--- config.mk ---
export PLATFORM = sky130hd
export DESIGN_NAME = axi_xb_ingress_fifo
export DESIGN_NICKNAME = d
export VERILOG_FILES = /design/src/rtl/axi_xb_pkg.sv /design/src/rtl/axi_xb_pkt_counter.sv /design/src/rtl/axi_xb_ingress_fifo.sv
export SDC_FILE = /design/constraint.sdc
export NUM_CORES = 2
export LEC_CHECK = 0
export BUFFER_PORTS_ARGS = -buffer_cell sky130_fd_sc_hd__buf_2
export CAP_MARGIN = 20
export CORE_MARGIN = 2
export CORE_UTILIZATION = 44
export DETAILED_ROUTE_END_ITERATION = 8
export PLACE_DENSITY_LB_ADDON = 0.15
export SLEW_MARGIN = 20
export SYNTH_ARGS = -nofsm -noshare
export SYNTH_HDL_FRONTEND = slang
export SYNTH_SLANG_ARGS = --single-unit
export TNS_END_PERCENT = 1
--- constraint.sdc ---
create_clock -name clk -period 5.4 [get_ports clk]
set_input_delay 0.27 -clock clk [delete_from_list [all_inputs] [get_ports clk]]
set_output_delay 0.27 -clock clk [all_outputs]
set_load 0.1 [all_outputs]
--- src/rtl/axi_xb_pkg.sv ---
// Shared definitions for the AXI crossbar ingress path.
//   XB_STREAM_WIDTH : default tdata width of a crossbar stream
//   XB_FIFO_SIZE    : default log2 depth of an ingress FIFO
//   clog2()         : constant-evaluable ceiling log2
//   xb_word_t       : stored FIFO word, {last, data}
package axi_xb_pkg;

    localparam int XB_STREAM_WIDTH = 64;
    localparam int XB_FIFO_SIZE    = 5;

    function automatic int clog2(input int value);
        int r;
        r = 0;
        while ((1 << r) < value) begin
            r = r + 1;
        end
        return r;
    endfunction

    typedef struct packed {
        logic                       last;
        logic [XB_STREAM_WIDTH-1:0] data;
    } xb_word_t;

endpackage

--- src/rtl/axi_xb_pkt_counter.sv ---
// Complete-packet counter for the ingress FIFO.
//   clk, reset (async, active high), clear (sync flush)
//   wr_fire_i / wr_last_i : write handshake and its tlast
//   rd_fire_i / rd_last_i : read handshake and the head tlast
//   pkt_count_o           : complete packets currently held
//   mid_pkt_o             : a packet has been partly read out
// Macro AXI_XB_INGRESS_GATE_EN builds the mid_pkt flag; otherwise it is tied low.
module axi_xb_pkt_counter
    import axi_xb_pkg::*;
#(
    parameter int COUNT_BITS = 8
) (
    input  logic                  clk,
    input  logic                  reset,
    input  logic                  clear,
    input  logic                  wr_fire_i,
    input  logic                  wr_last_i,
    input  logic                  rd_fire_i,
    input  logic                  rd_last_i,
    output logic [COUNT_BITS-1:0] pkt_count_o,
    output logic                  mid_pkt_o
);

    logic                  pkt_in;
    logic                  pkt_out;
    logic [COUNT_BITS-1:0] count_q;
    logic [COUNT_BITS-1:0] count_d;

    assign pkt_in  = wr_fire_i & wr_last_i;
    assign pkt_out = rd_fire_i & rd_last_i;

    always_comb begin
        count_d = count_q;
        if (clear) begin
            count_d = '0;
        end else if (pkt_in && !pkt_out) begin
            count_d = count_q + 1'b1;
        end else if (pkt_out && !pkt_in) begin
            count_d = count_q - 1'b1;
        end
    end

    always_ff @(posedge clk or posedge reset) begin
        if (reset) begin
            count_q <= '0;
        end else begin
            count_q <= count_d;
        end
    end

    assign pkt_count_o = count_q;

`ifdef AXI_XB_INGRESS_GATE_EN
    logic mid_q;
    logic mid_d;

    always_comb begin
        mid_d = mid_q;
        if (clear) begin
            mid_d = 1'b0;
        end else if (rd_fire_i) begin
            mid_d = !rd_last_i;
        end
    end

    always_ff @(posedge clk or posedge reset) begin
        if (reset) begin
            mid_q <= 1'b0;
        end else begin
            mid_q <= mid_d;
        end
    end

    assign mid_pkt_o = mid_q;
`else
    assign mid_pkt_o = 1'b0;
`endif

endmodule

--- src/rtl/axi_xb_ingress_fifo.sv ---
// Per-port ingress buffer for the AXI crossbar: a first-word-fall-through
// FIFO of {tlast, tdata} words with an exact count of complete packets.
//   clk, reset (async, active high), clear (sync flush)
//   i_tdata/i_tlast/i_tvalid/i_tready : upstream AXI4-Stream slave side
//   o_tdata/o_tlast/o_tvalid/o_tready : crossbar-facing master side
//   pkt_present, pkt_count             : complete packets held
//   space, occupied                    : free / used lines
// Macro AXI_XB_INGRESS_GATE_EN selects store-and-forward gating of o_tvalid;
// without it the FIFO is cut-through.
module axi_xb_ingress_fifo
    import axi_xb_pkg::*;
#(
    parameter int WIDTH      = XB_STREAM_WIDTH,
    parameter int SIZE       = XB_FIFO_SIZE,
    parameter int COUNT_BITS = 8
) (
    input  logic                  clk,
    input  logic                  reset,
    input  logic                  clear,
    input  logic [WIDTH-1:0]      i_tdata,
    input  logic                  i_tlast,
    input  logic                  i_tvalid,
    output logic                  i_tready,
    output logic [WIDTH-1:0]      o_tdata,
    output logic                  o_tlast,
    output logic                  o_tvalid,
    input  logic                  o_tready,
    output logic                  pkt_present,
    output logic [COUNT_BITS-1:0] pkt_count,
    output logic [SIZE:0]         space,
    output logic [SIZE:0]         occupied
);

    localparam int            DEPTH_I = 1 << SIZE;
    localparam logic [SIZE:0] DEPTH   = DEPTH_I[SIZE:0];

    // Every packet uses at least one line, so the count can reach DEPTH.
    if (COUNT_BITS < clog2(DEPTH_I) + 1) begin : g_count_bits_check
        $error("axi_xb_ingress_fifo: COUNT_BITS must be at least SIZE+1");
    end

    logic [WIDTH:0]  mem [DEPTH_I];
    logic [WIDTH:0]  head;
    logic [SIZE-1:0] wr_ptr_q, wr_ptr_d;
    logic [SIZE-1:0] rd_ptr_q, rd_ptr_d;
    logic [SIZE:0]   occ_q, occ_d;
    logic            rdy_en_q;
    logic            empty, full;
    logic            wr_fire, rd_fire;
    logic            mid_pkt;

    assign empty   = (occ_q == '0);
    assign full    = (occ_q == DEPTH);
    // rdy_en_q keeps ready low while reset is held and for no longer.
    assign i_tready = rdy_en_q & !full;
    assign wr_fire = i_tvalid & i_tready;
    assign rd_fire = o_tvalid & o_tready;

`ifdef AXI_XB_INGRESS_GATE_EN
    // The full term lets a packet longer than the FIFO escape; mid_pkt then
    // keeps it flowing until its last beat leaves.
    assign o_tvalid = !empty & ((pkt_count != '0) | mid_pkt | full);
`else
    logic unused_mid_pkt;
    assign unused_mid_pkt = mid_pkt;
    assign o_tvalid = !empty;
`endif

    always_ff @(posedge clk) begin
        if (wr_fire) begin
            mem[wr_ptr_q] <= {i_tlast, i_tdata};
        end
    end

    assign head    = mem[rd_ptr_q];
    assign o_tdata = head[WIDTH-1:0];
    assign o_tlast = head[WIDTH];

    always_comb begin
        wr_ptr_d = wr_ptr_q;
        rd_ptr_d = rd_ptr_q;
        occ_d    = occ_q;
        if (clear) begin
            wr_ptr_d = '0;
            rd_ptr_d = '0;
            occ_d    = '0;
        end else begin
            if (wr_fire) begin
                wr_ptr_d = wr_ptr_q + 1'b1;
            end
            if (rd_fire) begin
                rd_ptr_d = rd_ptr_q + 1'b1;
            end
            case ({wr_fire, rd_fire})
                2'b10:   occ_d = occ_q + 1'b1;
                2'b01:   occ_d = occ_q - 1'b1;
                default: occ_d = occ_q;
            endcase
        end
    end

    always_ff @(posedge clk or posedge reset) begin
        if (reset) begin
            wr_ptr_q <= '0;
            rd_ptr_q <= '0;
            occ_q    <= '0;
            rdy_en_q <= 1'b0;
        end else begin
            wr_ptr_q <= wr_ptr_d;
            rd_ptr_q <= rd_ptr_d;
            occ_q    <= occ_d;
            rdy_en_q <= 1'b1;
        end
    end

    axi_xb_pkt_counter #(
        .COUNT_BITS (COUNT_BITS)
    ) u_pkt_counter (
        .clk         (clk),
        .reset       (reset),
        .clear       (clear),
        .wr_fire_i   (wr_fire),
        .wr_last_i   (i_tlast),
        .rd_fire_i   (rd_fire),
        .rd_last_i   (o_tlast),
        .pkt_count_o (pkt_count),
        .mid_pkt_o   (mid_pkt)
    );

    assign pkt_present = (pkt_count != '0);
    assign occupied    = occ_q;
    assign space       = DEPTH - occ_q;

endmodule

==> impl_results.html <==
<table>
<tr><th>Metric</th><th>Value</th></tr>
<tr><th colspan="2">Hold path</th></tr>
<tr><td>Min-Delay Path Class</td><td>in2async</td></tr>
<tr><th colspan="2">Global routing</th></tr>
<tr><td>Largest net degree at the start of global routing</td><td>121</td></tr>
<tr><td>Number of antenna violations at the first check in global routing</td><td>11</td></tr>
<tr><td>Total grt overflow</td><td>0</td></tr>
<tr><td>Number of global-route vias before repair</td><td>38300</td></tr>
<tr><td>Total routing resource utilization after global routing</td><td>21.8%</td></tr>
<tr><td>First-pass GRT wire length</td><td>285 mm</td></tr>
<tr><th colspan="2">Logic synthesis</th></tr>
<tr><td>EDFF count, synth</td><td>2080</td></tr>
<tr><td>Most used flip-flop cell after synthesis</td><td>sky130_fd_sc_hd__edfxtp_1</td></tr>
<tr><td>Main area contributors after synthesis</td><td>sky130_fd_sc_hd__edfxtp_1 (77%), sky130_fd_sc_hd__mux4_2 (18%), sky130_fd_sc_hd__mux2_2 (0.89%)</td></tr>
<tr><td>Total of warnings raised by yosys</td><td>0</td></tr>
<tr><td>Most used standard cell by instance count after synthesis</td><td>sky130_fd_sc_hd__edfxtp_1</td></tr>
<tr><td>Share of Yosys cell area claimed by the top area cell type</td><td>77.3%</td></tr>
<tr><td>Synthesized Nets</td><td>3327</td></tr>
<tr><td>Synthesized area</td><td>80800 um^2</td></tr>
<tr><td>Flop and latch count out of synthesis</td><td>2105</td></tr>
<tr><td>Post-synthesis average cell area</td><td>24.9 um^2</td></tr>
<tr><td>Fraction of the yosys area taken by sequential cells</td><td>78.1%</td></tr>
<tr><td>Synth top cells by count</td><td>sky130_fd_sc_hd__edfxtp_1 (2080), sky130_fd_sc_hd__mux4_2 (641), sky130_fd_sc_hd__buf_2 (108), sky130_fd_sc_hd__mux2_2 (64), sky130_fd_sc_hd__nor2_1 (61)</td></tr>
<tr><td>Post-synthesis async set-or-reset flop share</td><td>1.19%</td></tr>
<tr><td>Most area-hungry cell type in the Yosys netlist</td><td>sky130_fd_sc_hd__edfxtp_1</td></tr>
<tr><td>Number of distinct library cells after synthesis</td><td>57</td></tr>
<tr><td>Post-synthesis instance total</td><td>3243</td></tr>
<tr><th colspan="2">Power and ir drop</th></tr>
<tr><td>Largest vdd supply drop</td><td>0.571 mV</td></tr>
<tr><td>Total design power</td><td>40700 uW</td></tr>
<tr><td>Power per cell area</td><td>439 nW/um^2</td></tr>
<tr><td>Leak pwr</td><td>0.0281 uW</td></tr>
<tr><th colspan="2">Detailed routing</th></tr>
<tr><td>Average detailed-routed wire length per instance</td><td>32.7 um</td></tr>
<tr><td>Initial DRT Pass Iterations</td><td>8</td></tr>
<tr><td>Detailed-route wire length</td><td>202 mm</td></tr>
<tr><td>Number of design-rule violations left by the first detailed-router iteration</td><td>4035</td></tr>
<tr><td># DRC</td><td>0</td></tr>
<tr><td>Routed via count</td><td>37100</td></tr>
<tr><td>Final antenna-violating net count</td><td>0</td></tr>
<tr><td>Via density per instance</td><td>6.01</td></tr>
<tr><th colspan="2">Floorplanning</th></tr>
<tr><td>Area enclosed by the die boundary</td><td>187000 um^2</td></tr>
<tr><td>Vertical extent of the die</td><td>432 um</td></tr>
<tr><td>Starting Density</td><td>44.2%</td></tr>
<tr><td>Horiz. Die Dim</td><td>432 um</td></tr>
<tr><td>Top-level port count</td><td>158</td></tr>
<tr><td># rows</td><td>157</td></tr>
<tr><td>Core area</td><td>183000 um^2</td></tr>
<tr><th colspan="2">Timing</th></tr>
<tr><td>Hold Violations, Final</td><td>0</td></tr>
<tr><td>Slack of the critical path</td><td>0.559 ns</td></tr>
<tr><td>Slew at the pin with the worst max-slew slack</td><td>1.15 ns</td></tr>
<tr><td>Part of the cycle the worst path needs</td><td>89.7%</td></tr>
<tr><td>Setup Viol. Count Final</td><td>0</td></tr>
<tr><td>Top achievable clock speed</td><td>0.207 GHz</td></tr>
<tr><td>Final min period</td><td>4.84 ns</td></tr>
<tr><td>Unrepaired setup endpoints after global routing</td><td>no</td></tr>
<tr><td>Slew margin rel.</td><td>23.1%</td></tr>
<tr><td>Final Slew Violations</td><td>0</td></tr>
<tr><td>Final Skew</td><td>0.0418 ns</td></tr>
<tr><th colspan="2">Finish</th></tr>
<tr><td>Design Area, Final</td><td>92800 um^2</td></tr>
<tr><td>Nets</td><td>3697</td></tr>
<tr><td>Share of final-layout standard cells stronger than drive strength 1</td><td>34.5%</td></tr>
<tr><td>Synth-to-Final Area Change</td><td>14.9%</td></tr>
<tr><th colspan="2">Clocking</th></tr>
<tr><td>CTS HTree Levels</td><td>4</td></tr>
<tr><td>Worst-path clk slew</td><td>0.06 ns</td></tr>
<tr><td>Number of clock buffers inserted by TritonCTS</td><td>212</td></tr>
<tr><td>Post-CTS setup buffers</td><td>0</td></tr>
<tr><td>Number of buffers on the longest clock path</td><td>3</td></tr>
<tr><td>Post-CTS resize count</td><td>0</td></tr>
<tr><td>Clock root buffer</td><td>sky130_fd_sc_hd__clkbuf_16</td></tr>
<tr><td>Number of buffers inserted by hold repair at cts</td><td>70</td></tr>
<tr><td>Source-to-sink clock delay at the later pin of the worst-skew pair</td><td>0.86 ns</td></tr>
<tr><td>Clock tree from TritonCTS</td><td>built</td></tr>
<tr><td>TritonCTS Sinks</td><td>2105</td></tr>
<tr><th colspan="2">Setup path</th></tr>
<tr><td>Worst Path Class, Setup</td><td>reg2out</td></tr>
<tr><td>Element type at the critical path end</td><td>primary output</td></tr>
<tr><td>Data arrival at the endpoint of the critical path</td><td>4.57 ns</td></tr>
<tr><td>Register-to-Register Path Depth</td><td>14</td></tr>
<tr><td>Cell type of the slowest stage on the worst timing path</td><td>sky130_fd_sc_hd__dfrtp_4</td></tr>
<tr><td>Critical path buffer and inverter count</td><td>3</td></tr>
<tr><td>Worst Path Required</td><td>5.13 ns</td></tr>
<tr><td>Gate family responsible for the most delay along the worst path</td><td>buffers and inverters</td></tr>
<tr><td>Crit start category</td><td>flop</td></tr>
<tr><td>CP Cell Sequence</td><td>buf_4, buf_4, mux4_2, mux4_2, mux2_2, buf_2</td></tr>
<tr><td>Critical Path Max Stage Delay</td><td>0.77 ns</td></tr>
<tr><td>R2r setup slk</td><td>0.87 ns</td></tr>
<tr><td>Reg-to-reg endpoint</td><td>u_pkt_counter.pkt_count_o[6]</td></tr>
<tr><td>Reg-to-reg critical path startpoint</td><td>occupied[0]</td></tr>
<tr><td>Critical-path maximum fanout</td><td>35</td></tr>
<tr><th colspan="2">Placement</th></tr>
<tr><td>Weighted congestion at the end of routability-driven global placement</td><td>0.754</td></tr>
<tr><td>Place WS</td><td>0.923 ns</td></tr>
<tr><td>Count of input and output buffers</td><td>157</td></tr>
<tr><td>Area of placed instances</td><td>85100 um^2</td></tr>
<tr><td>Half-perimeter wire length of the detailed placement result</td><td>99.1 mm</td></tr>
<tr><th colspan="2">Job</th></tr>
<tr><td>Max-Cap Viols</td><td>0</td></tr>
<tr><th colspan="2">Run status</th></tr>
<tr><td>Status</td><td>finished, final reports clean</td></tr>
</table>
-- registers in the layout (all words and copies together) (netlist names) --
name / cells
mem: 2080
u_pkt_counter.pkt_count_o: 8
occupied: 6
rd_ptr_q: 5
wr_ptr_q: 5
rdy_en_q: 1
-- worst reg2reg max path, cell delays in order (launching register included) --
cell and delay, ns:
sky130_fd_sc_hd__dfrtp_1 0.45, sky130_fd_sc_hd__inv_1 0.12, sky130_fd_sc_hd__ha_1 0.24, sky130_fd_sc_hd__or4b_4 0.50
sky130_fd_sc_hd__o211a_4 0.31, sky130_fd_sc_hd__and2_0 0.47, sky130_fd_sc_hd__nand2_1 0.39, sky130_fd_sc_hd__inv_1 0.10
sky130_fd_sc_hd__fa_1 0.41, sky130_fd_sc_hd__nor2b_1 0.17, sky130_fd_sc_hd__o21a_1 0.16, sky130_fd_sc_hd__o21ai_0 0.14
sky130_fd_sc_hd__o311ai_0 0.41, sky130_fd_sc_hd__or4b_1 0.48, sky130_fd_sc_hd__o2111ai_1 0.10
-- metrics by stage --
| step | setup TNS [ns] | instances | util (%) | hold WS [ns] |
|---|---|---|---|---|
| after global routing | 0 | 6167 | 50.8 | 0.0643 |
| after global placement | 0 | 5714 | 46.6 | 0.586 |
| after detailed placement | 0 | 5714 | 46.6 | 0.597 |
| final | 0 | 6170 | 50.8 | 0.0509 |
| after floorplan | -282.77 | 3243 | - | 0.297 |
| after CTS | 0 | 6167 | 50.8 | 0.217 |
-- cell type report --
cell class	instances	area, um^2
inverters	11	41.3
well taps	2385	2980
fillers	14100	89900
multi-input cells	957	17100
clock inverters	132	1460
flip-flops and latches	2105	63100
repair buffers	326	2660
diodes	3	7.51
clock buffers	251	5450
-- logic make-up (layout without fill, tap and decap cells) --
| kind of cell | after synthesis | in the layout | synth area share (%) |
|---|---|---|---|
| simple gates | 159 | 159 | 1.00 |
| buf+inv | 181 | 720 | 1.06 |
| other cells | 1 | 4 | 0.00464 |
| flops | 2105 | 2105 | 78.1 |
| mux | 722 | 722 | 19.0 |
| compound gates | 42 | 42 | 0.387 |
| xor+xnor | 19 | 19 | 0.223 |
| fa+ha+maj | 14 | 14 | 0.226 |
-- worst max path at each step --
| stage | from | to | slack (ns) | cells after the start |
|---|---|---|---|---|
| 2_1_floorplan | occupied[0] | mem[31][0] | -0.16 | 7 |
| 3_3_place_gp | occupied[0] | u_pkt_counter.pkt_count_o[6] | 1.20 | 14 |
| 3_5_place_dp | occupied[0] | u_pkt_counter.pkt_count_o[6] | 0.92 | 14 |
| 4_1_cts | rd_ptr_q[0] | o_tdata[21] | 0.40 | 6 |
| 5_1_grt | rd_ptr_q[0] | o_tdata[17] | 0.28 | 6 |
| 6_report | rd_ptr_q[0] | o_tdata[21] | 0.56 | 6 |
-- power breakdown --
group | internal (uW) | switching (uW) | leakage [uW]
registers | 18100 | 175 | 0.0190
clock network | 8480 | 6150 | 0.00334
logic | 3000 | 4840 | 0.00572
total | 29600 | 11200 | 0.0281
-- layer usage --
| metal | vias up | global-route usage, % | part of all wire (%) |
|---|---|---|---|
| met1 | 20600 | 30.7 | 42 |
| met3 | 308 | 3.66 | 5.8 |
| met4 | 8 | 6.30 | 2.6 |
| li1 | 14800 | - | - |
| met2 | 1295 | 35.4 | 49 |
| met5 | - | 0 | 0.027 |
-- layout by cell type, fill, tap and decap left out, drive strengths merged, types with 27 or more instances in the layout --
cell | synthesis | final
nor2 | 61 | 61
clkbuf | 45 | 251
dlygate4sd3 | 0 | 70
edfxtp | 2080 | 2080
mux4 | 641 | 641
buf | 125 | 256
clkinv | 0 | 86
nand2 | 29 | 29
bufinv | 0 | 27
mux2 | 64 | 64
No activity file was read; power rests on OpenSTA's default activity.
